==> src/rtl/pc_seq_if.sv <==
// Fetch-side bundle between the PC sequencer, instruction memory and IF/ID.
// Exception redirect signals exist only when PC_EXCEPTION_EN is defined.
interface pc_seq_if;
`ifdef PC_EXCEPTION_EN
  logic        exc_req_i;
  logic [31:0] exc_target_i;
`endif
  logic        stall_i;
  logic        branch_i;
  logic [31:0] branch_target_i;
  logic        imem_req_o;
  logic [31:0] imem_addr_o;
  logic        imem_ack_i;
  logic [31:0] imem_rdata_i;
  logic [31:0] pc_o;
  logic [31:0] pc_plus_4_o;
  logic [31:0] inst_o;
  logic        if_valid_o;
  logic        flush_o;

  modport master (
`ifdef PC_EXCEPTION_EN
    input  exc_req_i, exc_target_i,
`endif
    input  stall_i, branch_i, branch_target_i, imem_ack_i, imem_rdata_i,
    output imem_req_o, imem_addr_o, pc_o, pc_plus_4_o, inst_o, if_valid_o, flush_o
  );

  modport slave (
`ifdef PC_EXCEPTION_EN
    output exc_req_i, exc_target_i,
`endif
    output stall_i, branch_i, branch_target_i, imem_ack_i, imem_rdata_i,
    input  imem_req_o, imem_addr_o, pc_o, pc_plus_4_o, inst_o, if_valid_o, flush_o
  );
endinterface

==> src/rtl/pc_seq.sv <==
// Fetch-stage PC sequencer: sequential stepping, redirects, stalls and the imem handshake.
// Define PC_EXCEPTION_EN to add exception redirects with priority over branches.
module pc_seq #(
  parameter logic [31:0] RESET_PC = 32'h0000_0000
) (
  input logic      clk,
  input logic      rst_n,
  pc_seq_if.master bus
);
  localparam logic [1:0] BOOT  = 2'd0;
  localparam logic [1:0] FETCH = 2'd1;
  localparam logic [1:0] HOLD  = 2'd2;

  logic [1:0]  state;
  logic [31:0] pc;
  logic [31:0] pend_tgt;
  logic [31:0] inst_q;
  logic        pend;

  logic        redir;
  logic [31:0] tgt;
  logic        ack;

  always_comb begin
    redir = bus.branch_i;
    tgt   = bus.branch_target_i;
`ifdef PC_EXCEPTION_EN
    if (bus.exc_req_i) begin
      redir = 1'b1;
      tgt   = bus.exc_target_i;
    end
`endif
    tgt[1:0] = 2'b00;
  end

  assign ack = (state == FETCH) && bus.imem_ack_i;

  assign bus.imem_req_o  = (state == FETCH);
  assign bus.imem_addr_o = pc;
  assign bus.pc_o        = pc;
  assign bus.pc_plus_4_o = pc + 32'd4;
  assign bus.flush_o     = redir;
  // An ack that retires a pending redirect carries wrong-path data.
  assign bus.if_valid_o  = ((state == HOLD) && !redir) || (ack && !redir && !pend);
  assign bus.inst_o      = ack ? bus.imem_rdata_i : inst_q;

  always_ff @(posedge clk or negedge rst_n) begin
    if (!rst_n) begin
      state    <= BOOT;
      pc       <= RESET_PC;
      pend     <= 1'b0;
      pend_tgt <= 32'd0;
      inst_q   <= 32'd0;
    end else begin
      case (state)
        BOOT: begin
          state <= FETCH;
          if (redir) pc <= tgt;
        end
        FETCH: begin
          if (ack) begin
            if (redir) begin
              pc   <= tgt;
              pend <= 1'b0;
            end else if (pend) begin
              pc   <= pend_tgt;
              pend <= 1'b0;
            end else begin
              inst_q <= bus.imem_rdata_i;
              if (bus.stall_i) state <= HOLD;
              else             pc    <= pc + 32'd4;
            end
          end else if (redir) begin
            // Address must stay stable until ack, so park the target.
            pend     <= 1'b1;
            pend_tgt <= tgt;
          end
        end
        HOLD: begin
          if (redir) begin
            pc    <= tgt;
            state <= FETCH;
          end else if (!bus.stall_i) begin
            pc    <= pc + 32'd4;
            state <= FETCH;
          end
        end
        default: state <= BOOT;
      endcase
    end
  end
endmodule
==> src/flat_wrapper.sv <==
// flat-port wrapper written by rule: the top's interface ports become plain ports
module pc_seq_flat 
#(
  parameter logic [31:0] RESET_PC = 32'h0000_0000
)
  (clk, rst_n, bus_stall_i, bus_branch_i, bus_branch_target_i, bus_imem_ack_i, bus_imem_rdata_i, bus_imem_req_o, bus_imem_addr_o, bus_pc_o, bus_pc_plus_4_o, bus_inst_o, bus_if_valid_o, bus_flush_o);
  pc_seq_if bus_i ();
  input logic clk;
  input logic rst_n;
  input wire logic [$bits(bus_i.stall_i)-1:0] bus_stall_i;
  input wire logic [$bits(bus_i.branch_i)-1:0] bus_branch_i;
  input wire logic [$bits(bus_i.branch_target_i)-1:0] bus_branch_target_i;
  input wire logic [$bits(bus_i.imem_ack_i)-1:0] bus_imem_ack_i;
  input wire logic [$bits(bus_i.imem_rdata_i)-1:0] bus_imem_rdata_i;
  output wire logic [$bits(bus_i.imem_req_o)-1:0] bus_imem_req_o;
  output wire logic [$bits(bus_i.imem_addr_o)-1:0] bus_imem_addr_o;
  output wire logic [$bits(bus_i.pc_o)-1:0] bus_pc_o;
  output wire logic [$bits(bus_i.pc_plus_4_o)-1:0] bus_pc_plus_4_o;
  output wire logic [$bits(bus_i.inst_o)-1:0] bus_inst_o;
  output wire logic [$bits(bus_i.if_valid_o)-1:0] bus_if_valid_o;
  output wire logic [$bits(bus_i.flush_o)-1:0] bus_flush_o;
  assign bus_i.stall_i = bus_stall_i;
  assign bus_i.branch_i = bus_branch_i;
  assign bus_i.branch_target_i = bus_branch_target_i;
  assign bus_i.imem_ack_i = bus_imem_ack_i;
  assign bus_i.imem_rdata_i = bus_imem_rdata_i;
  assign bus_imem_req_o = bus_i.imem_req_o;
  assign bus_imem_addr_o = bus_i.imem_addr_o;
  assign bus_pc_o = bus_i.pc_o;
  assign bus_pc_plus_4_o = bus_i.pc_plus_4_o;
  assign bus_inst_o = bus_i.inst_o;
  assign bus_if_valid_o = bus_i.if_valid_o;
  assign bus_flush_o = bus_i.flush_o;
  pc_seq #(.RESET_PC(RESET_PC)) u_core (.clk(clk), .rst_n(rst_n), .bus(bus_i));
endmodule
==> config.mk <==
export PLATFORM = sky130hd
export DESIGN_NAME = pc_seq_flat
export DESIGN_NICKNAME = d
export VERILOG_FILES = /design/src/rtl/pc_seq_if.sv /design/src/rtl/pc_seq.sv /design/src/flat_wrapper.sv
export SDC_FILE = /design/constraint.sdc
export NUM_CORES = 1
export LEC_CHECK = 0
export ABC_AREA = 0
export BUFFER_PORTS_ARGS = -buffer_cell sky130_fd_sc_hd__buf_2
export CAP_MARGIN = 20
export CORE_MARGIN = 8
export CORE_UTILIZATION = 35
export CTS_BUF_LIST = sky130_fd_sc_hd__clkbuf_2 sky130_fd_sc_hd__clkbuf_4 sky130_fd_sc_hd__clkbuf_8
export DETAILED_ROUTE_END_ITERATION = 12
export PLACE_DENSITY = 0.62
export SETUP_SLACK_MARGIN = 0.2
export SYNTH_ARGS = -nofsm -noshare
export SYNTH_HDL_FRONTEND = slang
export SYNTH_SLANG_ARGS = --single-unit
export TNS_END_PERCENT = 50
==> constraint.sdc <==
create_clock -name clk -period 4.7 [get_ports clk]
set_input_delay 0.47 -clock clk [delete_from_list [all_inputs] [get_ports clk]]
set_output_delay 0.47 -clock clk [all_outputs]
set_load 0.1 [all_outputs]
### Word level (Yosys, flattened, before mapping)

Index checks and enable logic that the tools add are counted.

* add/subtract/negate cells: 1
* equality and inequality tests: 8
* multiplexer cells: 17
* bitwise operators: 3
* reduce and logical (&&, ||, !) cells: 15

Operators by type and width (number)
* 2-to-1 mux 32 bit: 7
* one-hot mux 32 bit (3 select lines): 1
* adder 32 x 3 -> 32 bit, second input constant: 1
* 2-to-1 mux 2 bit: 6
* inequality test 2 bit, second input constant: 4
* one-hot mux 2 bit (3 select lines): 1
* AND reduction 3 bit: 2
* AND reduction 5 bit: 1
* logical AND 1 bit: 4
* AND reduction 4 bit: 1
* inequality test 3 bit, second input constant: 1
* NOT 1 bit: 3
* nonzero test 3 bit: 1
* == test 2 x 1 -> 1 bit, second input constant: 1
* == test 2 bit, second input constant: 1
* logical NOT 1 bit: 2
* logical NOT 2 bit: 1
* 2-to-1 mux 1 bit: 2
* inequality test 2 x 1 -> 1 bit, second input constant: 1
* AND reduction 2 bit: 1
* nonzero test 2 bit: 1
* logical OR 1 bit: 1

* bits in registers: 97
* word-level logic and storage cells: 49

### Longest topological paths before layout

Gate-level depths: netlist (run 1).

* word-level depth: 6
* mapped depth: 9
* gate-level depth less buffers: 7

### Worst setup path after synthesis (run 1)

Ideal clock, no wire load.

* kind: reg-to-output
* from: register u_core.pc[15] (netlist: u_core.bus.imem_addr_o[15])
* to: output port bus_pc_plus_4_o[23]
* arrival time: 3927 ps
* required time: 4230 ps
* path slack: 303 ps
* cell stages (with the launch flop): 7
* path buffers: 1
* cell sequence: dfrtp_1 buf_2 nand4_1 or2_1 nor4_4 nand3_1 xnor2_1

* longest elaborated chain between the ends: 1

RTL lines
* start, declared: RTL line pc_seq.sv:15 `logic [31:0] pc;`
* start signal, assigned: RTL line pc_seq.sv:58 `if (redir) pc <= tgt;`
* start signal, assigned: RTL line pc_seq.sv:63 `pc <= tgt;`
* start signal, assigned: RTL line pc_seq.sv:66 `pc <= pend_tgt;`
* adder 32 x 3 -> 32 bit: RTL line pc_seq.sv:41 `assign bus.pc_plus_4_o = pc + 32'd4;`
* end, declared: RTL line flat_wrapper.sv:18 `output wire logic [$bits(bus_i.pc_plus_4_o)-1:0] bus_pc_plus_4_o;`

Every way passes these cells.

### Final worst setup path (run 1)

* from: register u_core.pc[2] (netlist: u_core.bus.imem_addr_o[2])
* to: output port bus_pc_plus_4_o[28]

Same word-level chain as after synthesis.

==> flow_summary_export.csv, run 1 <==
group,metric,value,unit
sta,tightest_slew,1.10,ns
place,io_buffers,191,
cts,cts_root_buffer,"clkbuf_8",
setup_path,crit_chain,"ha_1 > nand3_2 > or3_1 > nor2_2 > nand3_1 > xnor2_1 > buf_2",
sta,skew,0.0112,ns
logic_synthesis,yosysTopAreaCell,"dfrtp_1",
setup_path,required,4.23,ns
setup_path,end_kind,"primary output",
finish,areaGrowthSynthToFinish,16.7,%
cts,numCtsBuffers,9,
route,drt_iter0_drc,226,
route,drcViolationCount,0,
die,dieArea,0.0222,mm^2
sta,final.period_utilization,0.743,
logic_synthesis,async_flop_share,1.00,
cts,clock_sinks,95,
logic_synthesis,synth_top_area_share,0.385,
place,post_dp_cell_area,0.00703,mm^2
cts,clk_latency,0.38,ns
sta,setup_slack,1.21,ns
cts,h-tree-depth,3,
min_path,hold_path_class,"input pin to asynchronous set/reset pin",
grt,grt_antenna_before_repair,2,
logic_synthesis,synth_edf_count,0,
finish,multi_input_area,0.00331,mm^2
outcome,status,"completed",
sta,period_needed,3.49,ns
finish,finalNetCount,839,
die,die_w,149,um
grt,grt_pass1_vias,5442,
finish,finalInstanceArea,0.00720,mm^2
sta,fin_setup_tns,0,ns
sta,hold_slack,0.165,ns
setup_path,cpMaxStageDelayCell,"dfrtp_1",
logic_synthesis,yosysSeqAreaShare,0.385,
job,maxCapViolations,0,
cts,hold_buffers,0,
sta,setup_viol,0,
place,hpwl,12.9,mm
cts,clockBufferDepth,2,
logic_synthesis,synth.area.top_cells,"dfrtp_1 38%, mux2_2 17%, buf_4 4.6%",
die,core,0.0173,mm^2
cts,cts_setup_buffers,0,
finish,fillers,1768,
finish,layout-drive-gt1-share,0.427,
logic_synthesis,yosys_warnings,0,
logic_synthesis,syn_inst,632,
logic_synthesis,synth_cell_types,68,
die,start_util,0.357,
route,via_per_inst,5.32,
setup_path,worst-path-max-fanout,13,
logic_synthesis,syn_avg_cell_area,9.77,um^2
setup_path,path_class,"flip-flop to primary output",
sta,slew_viol_final,0,
cts,cts_resized,0,
die,ioPinCount,200,
finish,seq_area,0.00238,mm^2
sta,max_freq,286,MHz
grt,grt_busiest_layer,"met2",
die,rows,48,
route,ant_nets,0,
setup_path,cp-start-kind,"flip-flop",
route,wl_per_cell,18.3,um
grt,track_usage,0.164,
finish,diodes,0,
route,first_pass_iters,5,
sta,rsz0062_at_grt,"false",
route,wl,18.2,mm
grt,use_met2,0.270,
logic_synthesis,synthFlopType,"dfrtp_1",
place,gp_routability_congestion,0.840,
setup_path,critical_path.top_delay_family,"simple AND/OR/NAND/NOR gates",
finish,final_common_cell,"buf_2",
setup_path,path_buf_inv,1,
grt,grt_use_met3,0.0613,
place,preCtsSetupSlack,1.61,ns
die,die_height,149,um
cts,cts_tree,"built",
grt,use_met1,0.199,
grt,grt_pass1_wl,29.1,mm
cts,clkTransAtPathRegs,0.09,ns
grt,grt_overflow,0,
setup_path,crit_path_max_incr_delay,0.51,ns
sta,hold_viol,0,
logic_synthesis,synth_seq_cells,95,
grt,grt_max_degree,62,
finish,final_cell_mix,"190 x buf_2, 95 x dfrtp_1, 94 x mux2_2",
setup_path,arrival,3.02,ns
logic_synthesis,netlist_area,0.00618,mm^2
route,num_vias,5287,
setup_path,r2r_slack,1.69,ns
sta,maxSlewHeadroom,0.269,
[final timing paths]
kind / startpoint / endpoint / depth (start not counted)
worst max-delay path: u_core.bus.imem_addr_o[2] / bus_pc_plus_4_o[28] / 7
worst min-delay path: rst_n / u_core.inst_q[3] / 1
worst max register to register: u_core.state[1] / u_core.bus.imem_addr_o[30] / 7
worst min register to register: u_core.inst_q[3] / u_core.inst_q[3] / 1
max in group asynchronous: rst_n / u_core.inst_q[27] / 2
min in group clk: bus_imem_rdata_i[17] / u_core.inst_q[17] / 2
[Yosys cell counts, types with 15 or more instances]
library cell and instances:
nand2_1 27, nor2_1 45, nor3_1 33, buf_4 38, clkbuf_1 15, buf_2 21
xor2_1 16, mux2_2 94, dfrtp_1 95, a21oi_1 29, xnor2_1 21, nand3_1 24
[cells by family after synthesis]
kind of cell	synth area share
compound gates	0.100
xor+xnor	0.0525
fa+ha+maj	0.0101
buf+inv	0.0849
flops	0.385
mux	0.178
other cells	0.000607
simple gates	0.189
[metal layers]
metal / vias to the layer above / share of wire
li1: 2499 / -
met1: 2545 / 0.42
met2: 218 / 0.45
met3: 21 / 0.11
met4: 4 / 0.012
met5: - / 0.0014
[flip-flops by register name, indices dropped and copies added (netlist names)]
register,cells
u_core.bus.imem_addr_o,30
u_core.state,2
u_core.inst_q,32
u_core.pend_tgt,30
u_core.pend,1
[cell type report]
type,instances,share of cell area
multi-input cells,448,0.459
flip-flops and latches,95,0.330
repair buffers,200,0.142
well taps,225,0.0391
clock buffers,12,0.0212
inverters,11,0.00573
clock inverters,3,0.00278
[through the flow]
stage / utilization / cells
after global placement: 0.407 / 979
after detailed placement: 0.407 / 979
after CTS: 0.417 / 994
after global routing: 0.417 / 994
after floorplan: - / 637
final: 0.417 / 994
Power of run 1 is not shown: default switching activity piles up to over one toggle a cycle in this logic, so the estimate is an artifact.
==> run 2: changes to the inputs <==
--- a/config.mk
+++ b/config.mk
@@ -12,7 +12,7 @@
 export CORE_UTILIZATION = 35
 export CTS_BUF_LIST = sky130_fd_sc_hd__clkbuf_2 sky130_fd_sc_hd__clkbuf_4 sky130_fd_sc_hd__clkbuf_8
 export DETAILED_ROUTE_END_ITERATION = 12
-export PLACE_DENSITY = 0.62
+export PLACE_DENSITY = 0.64
 export SETUP_SLACK_MARGIN = 0.2
 export SYNTH_ARGS = -nofsm -noshare
 export SYNTH_HDL_FRONTEND = slang
==> constraint.sdc (replaced) <==
create_clock -name clk -period 3 [get_ports clk]
set_input_delay 0.3 -clock clk [delete_from_list [all_inputs] [get_ports clk]]
set_output_delay 0.3 -clock clk [all_outputs]
set_load 0.1 [all_outputs]
==> flow_summary_export.csv, run 2 (synthesized netlist as in run 1, its figures left out) <==
group,metric,value,unit
outcome,status,"completed",
finish,diodes,0,
place,hpwl,13.5,mm
route,ant_nets,0,
grt,grt_pass1_vias,5461,
place,post_dp_cell_area,0.00818,mm^2
sta,slew_viol_final,0,
grt,track_usage,0.167,
sta,maxSlewHeadroom,0.584,
sta,skew,0.0185,ns
grt,grt_overflow,0,
setup_path,end_kind,"primary output",
setup_path,r2r_slack,0.61,ns
die,start_util,0.357,
grt,grt_antenna_before_repair,1,
setup_path,arrival,2.45,ns
die,ioPinCount,200,
place,gp_routability_congestion,0.831,
grt,grt_use_met3,0.0637,
cts,numCtsBuffers,9,
finish,final_cell_mix,"144 x buf_2, 94 x mux2_2, 72 x dfrtp_1",
finish,fillers,1602,
route,wl_per_cell,18.6,um
cts,clk_latency,0.38,ns
grt,grt_busiest_layer,"met2",
finish,final_common_cell,"buf_2",
setup_path,required,2.70,ns
grt,use_met2,0.269,
cts,clkTransAtPathRegs,0.10,ns
place,io_buffers,191,
cts,h-tree-depth,3,
grt,grt_pass1_wl,29.8,mm
grt,grt_max_degree,96,
finish,largest_register,"u_core.inst_q",
sta,max_freq,363,MHz
die,core,0.0173,mm^2
finish,largest_reg_flops,32,
min_path,hold_path_class,"input pin to flip-flop",
route,drt_iter0_drc,272,
route,drcViolationCount,0,
route,num_vias,5370,
cts,cts_root_buffer,"clkbuf_8",
setup_path,cp-start-kind,"flip-flop",
place,preCtsSetupSlack,0.499,ns
sta,final.period_utilization,0.918,
finish,finalNetCount,854,
die,rows,48,
sta,rsz0062_at_grt,"true",
job,maxCapViolations,0,
sta,hold_viol,0,
sta,setup_viol,0,
cts,clockBufferDepth,2,
setup_path,path_class,"flip-flop to primary output",
sta,setup_slack,0.245,ns
die,die_height,149,um
setup_path,worst-path-max-fanout,8,
route,wl,18.7,mm
cts,clock_sinks,95,
sta,tightest_slew,0.625,ns
die,die_w,149,um
cts,cts_tree,"built",
grt,use_met1,0.202,
finish,finalInstanceArea,0.00848,mm^2
finish,layout-drive-gt1-share,0.514,
route,first_pass_iters,4,
sta,period_needed,2.75,ns
route,via_per_inst,5.32,
die,dieArea,0.0222,mm^2
finish,areaGrowthSynthToFinish,37.3,%
-- run 2: cell types whose count changed in the layout (fill, tap and decap cells not counted), moves of 4 or more --
cell     delta
buf_2      -46
xnor2_1    -20
nand2_1     -4
xnor2_4    +11
nand2_2     +4
xor2_1      -7
buf_4      +15
xor2_2      +4
buf_12     +44
dfrtp_1    -23
dfrtp_4    +11
dfrtp_2    +12
xnor2_2     +9
-- run 2: final timing paths --
path / startpoint / endpoint / cells past startpoint
hold reg to reg: u_core.inst_q[3] / u_core.inst_q[3] / 1
hold / removal: bus_imem_rdata_i[7] / u_core.inst_q[7] / 2
min in group asynchronous: rst_n / u_core.bus.imem_addr_o[14] / 3
setup / recovery: u_core.bus.imem_addr_o[3] / bus_pc_plus_4_o[23] / 7
setup reg to reg: u_core.state[1] / u_core.bus.imem_addr_o[19] / 8
max in group asynchronous: rst_n / u_core.bus.imem_addr_o[6] / 3
-- run 2: routing by layer --
layer,part of all wire,wire length [um],up-vias
met5,0.00048,9,-
met4,0.013,235,2
met3,0.12,2220,19
met2,0.47,8750,203
met1,0.40,7530,2613
li1,-,-,2533
-- run 2: what timing repair did --
item	in CTS	in global routing
setup buffers	4	2
setup endpoints to repair	15	13
gates resized for setup	7	4
pin swaps	1	0
endpoints found under the hold margin	8	0
hold buffers	1	0
-- run 2: worst max-delay path, stage by stage, from the launching register on --
cell	delay, ns
dfrtp_4	0.48
nand4_4	0.18
or2_4	0.32
nor4_4	0.31
buf_6	0.20
nand3_1	0.19
xnor2_4	0.20
buf_12	0.19
-- run 2: final cells by class --
type | count | area, um^2 | area share
Clock buffer | 12 | 153 | 0.0180
Timing Repair Buffer | 215 | 1810 | 0.214
Sequential cell | 95 | 2430 | 0.287
Inverter | 11 | 41.3 | 0.00487
Multi-Input combinational cell | 448 | 3720 | 0.438
Tap cell | 225 | 282 | 0.0332
Clock inverter | 3 | 43.8 | 0.00516
-- run 2: stage by stage --
stage          utilization  setup TNS, ns  std cells  hold WS [ns]
2_1_floorplan            -         -0.119        637       0.00441
3_3_place_gp         0.473              0        987         0.411
3_5_place_dp         0.473              0        987         0.415
4_1_cts              0.488              0       1007         0.142
5_1_grt              0.490              0       1009         0.145
6_report             0.490              0       1009         0.160
Power of run 2 is left out for the same reason.
==> run 3: changes to the inputs <==
--- a/config.mk
+++ b/config.mk
@@ -5,7 +5,7 @@
 export SDC_FILE = /design/constraint.sdc
 export NUM_CORES = 1
 export LEC_CHECK = 0
-export ABC_AREA = 0
+export ABC_AREA = 1
 export BUFFER_PORTS_ARGS = -buffer_cell sky130_fd_sc_hd__buf_2
 export CAP_MARGIN = 20
 export CORE_MARGIN = 8
==> flow_summary_export.csv, run 3 <==
group,metric,value,unit
die,die_height,147,um
route,via_per_inst,4.81,
route,wl_per_cell,15.5,um
grt,use_met1,0.215,
setup_path,worst-path-max-fanout,6,
setup_path,cp-start-kind,"flip-flop",
logic_synthesis,synth.most_common_cell,"nand2_1",
sta,setup_viol,0,
finish,final_cell_mix,"220 x nand2_1, 181 x buf_2, 108 x inv_1",
cts,cts_setup_buffers,0,
finish,layout-drive-gt1-share,0.292,
logic_synthesis,synth_edf_count,0,
logic_synthesis,synth_cell_types,35,
place,hpwl,13.6,mm
die,core,0.0166,mm^2
die,die_w,147,um
logic_synthesis,synth_seq_cells,95,
finish,diodes,0,
min_path,hold_path_class,"input pin to flip-flop",
sta,max_freq,374,MHz
job,maxCapViolations,0,
setup_path,end_kind,"primary output",
grt,grt_use_met3,0.0547,
logic_synthesis,async_flop_share,1.00,
logic_synthesis,yosys_warnings,0,
logic_synthesis,netlist_area,0.00597,mm^2
logic_synthesis,synthFlopType,"dfrtp_1",
finish,final_common_cell,"nand2_1",
cts,cts_tree,"built",
logic_synthesis,synth.area.top_cells,"dfrtp_1 40%, nand2_1 14%, o21ai_0 8.6%",
setup_path,required,2.70,ns
logic_synthesis,syn_inst,848,
place,gp_routability_congestion,0.876,
grt,track_usage,0.176,
cts,clock_sinks,95,
cts,clockBufferDepth,2,
grt,grt_pass1_vias,5896,
setup_path,path_class,"flip-flop to primary output",
grt,grt_antenna_before_repair,0,
place,io_buffers,191,
route,drcViolationCount,0,
sta,maxSlewHeadroom,0.401,
sta,rsz0062_at_grt,"true",
route,num_vias,5855,
route,ant_nets,0,
route,wl,18.9,mm
sta,final.period_utilization,0.892,
sta,period_needed,2.67,ns
route,first_pass_iters,5,
logic_synthesis,yosysTopAreaCell,"dfrtp_1",
outcome,status,"completed",
sta,hold_viol,0,
setup_path,arrival,2.37,ns
logic_synthesis,syn_avg_cell_area,7.04,um^2
logic_synthesis,synth_top_area_share,0.398,
sta,slew_viol_final,0,
finish,largest_register,"u_core.inst_q",
grt,use_met2,0.289,
grt,grt_pass1_wl,30.7,mm
logic_synthesis,yosysSeqAreaShare,0.398,
sta,tightest_slew,0.898,ns
cts,h-tree-depth,3,
die,ioPinCount,200,
finish,largest_reg_flops,32,
die,start_util,0.359,
cts,clkTransAtPathRegs,0.10,ns
finish,finalNetCount,1066,
cts,clk_latency,0.37,ns
finish,areaGrowthSynthToFinish,26.4,%
logic_synthesis,ys_top_cells_by_count,"221 x nand2_1, 109 x inv_1, 102 x o21ai_0, 95 x dfrtp_1, 67 x a21oi_1",
route,drt_iter0_drc,435,
die,rows,47,
sta,fin_setup_tns,0,ns
grt,grt_overflow,0,
cts,cts_root_buffer,"clkbuf_8",
sta,skew,0.00728,ns
grt,grt_busiest_layer,"met2",
cts,numCtsBuffers,9,
die,dieArea,0.0215,mm^2
grt,grt_max_degree,65,
-- run 3: repair_timing --
item                                    in CTS  in global routing
hold endpoints to repair                    45                  0
endpoints found under the setup margin       4                 16
gates resized for setup                      2                  9
hold buffers                                 1                  0
-- run 3: layer usage --
metal | share of wire | vias up
met1 | 0.44 | 2719
met3 | 0.078 | 18
met4 | 0.014 | 0
met5 | 0 | -
met2 | 0.46 | 185
li1 | - | 2933
-- run 3: metrics by stage --
stage	util	worst slack (ns)	area, um^2	cells	hold WS (ns)
2_1_floorplan	-	-0.132	6350	853	0.00441
3_3_place_gp	0.437	0.519	7270	1200	0.373
3_5_place_dp	0.437	0.527	7270	1200	0.370
4_1_cts	0.452	0.190	7520	1217	0.140
5_1_grt	0.453	0.179	7540	1217	0.157
6_report	0.453	0.325	7540	1217	0.170
-- run 3: final timing paths --
| path | from | to | slack, ns | cells past startpoint |
|---|---|---|---|---|
| max | u_core.bus.imem_addr_o[2] | bus_pc_plus_4_o[26] | 0.33 | 9 |
| min | bus_branch_target_i[7] | u_core.pend_tgt[7] | 0.17 | 2 |
| max reg2reg | u_core.bus.imem_addr_o[2] | u_core.bus.imem_addr_o[22] | 0.87 | 12 |
| min reg2reg | u_core.inst_q[15] | u_core.inst_q[15] | 0.49 | 2 |
| max in group asynchronous | rst_n | u_core.inst_q[19] | 1.68 | 3 |
| min in group asynchronous | rst_n | u_core.bus.imem_addr_o[24] | 0.48 | 2 |
-- run 3: layout make-up --
cell class	count	area, um^2
clock buffer	13	166
clock inverter	3	65.1
fill	1762	9100
inverter	113	428
multi-input combinational	569	3130
sequential	95	2380
tap	220	275
timing repair buffer	204	1090
-- run 3: logic make-up (layout without fill, tap and decap cells) --
| kind of cell | after synthesis | in the layout | synth area share |
|---|---|---|---|
| adders and majority gates | 5 | 5 | 0.0105 |
| buffers and inverters | 189 | 333 | 0.143 |
| DFF | 95 | 95 | 0.398 |
| muxes | 10 | 10 | 0.0189 |
| other | 1 | 6 | 0.000628 |
| and+or+nand+nor | 305 | 305 | 0.204 |
| xor gates and xnor gates | 22 | 22 | 0.0323 |
| AOI/OAI and AO/OA | 221 | 221 | 0.192 |
-- run 3: critical path, cell delays in order, from the launching register on --
cell and delay [ns]:
dfrtp_4 0.48, ha_1 0.24, nand3_2 0.16, nor2_4 0.22, nand2_2 0.12, nor2_2 0.16, nand2_1 0.08, xor2_1 0.15
inv_1 0.06, clkbuf_4 0.32
Power of run 3 is left out for the same reason.
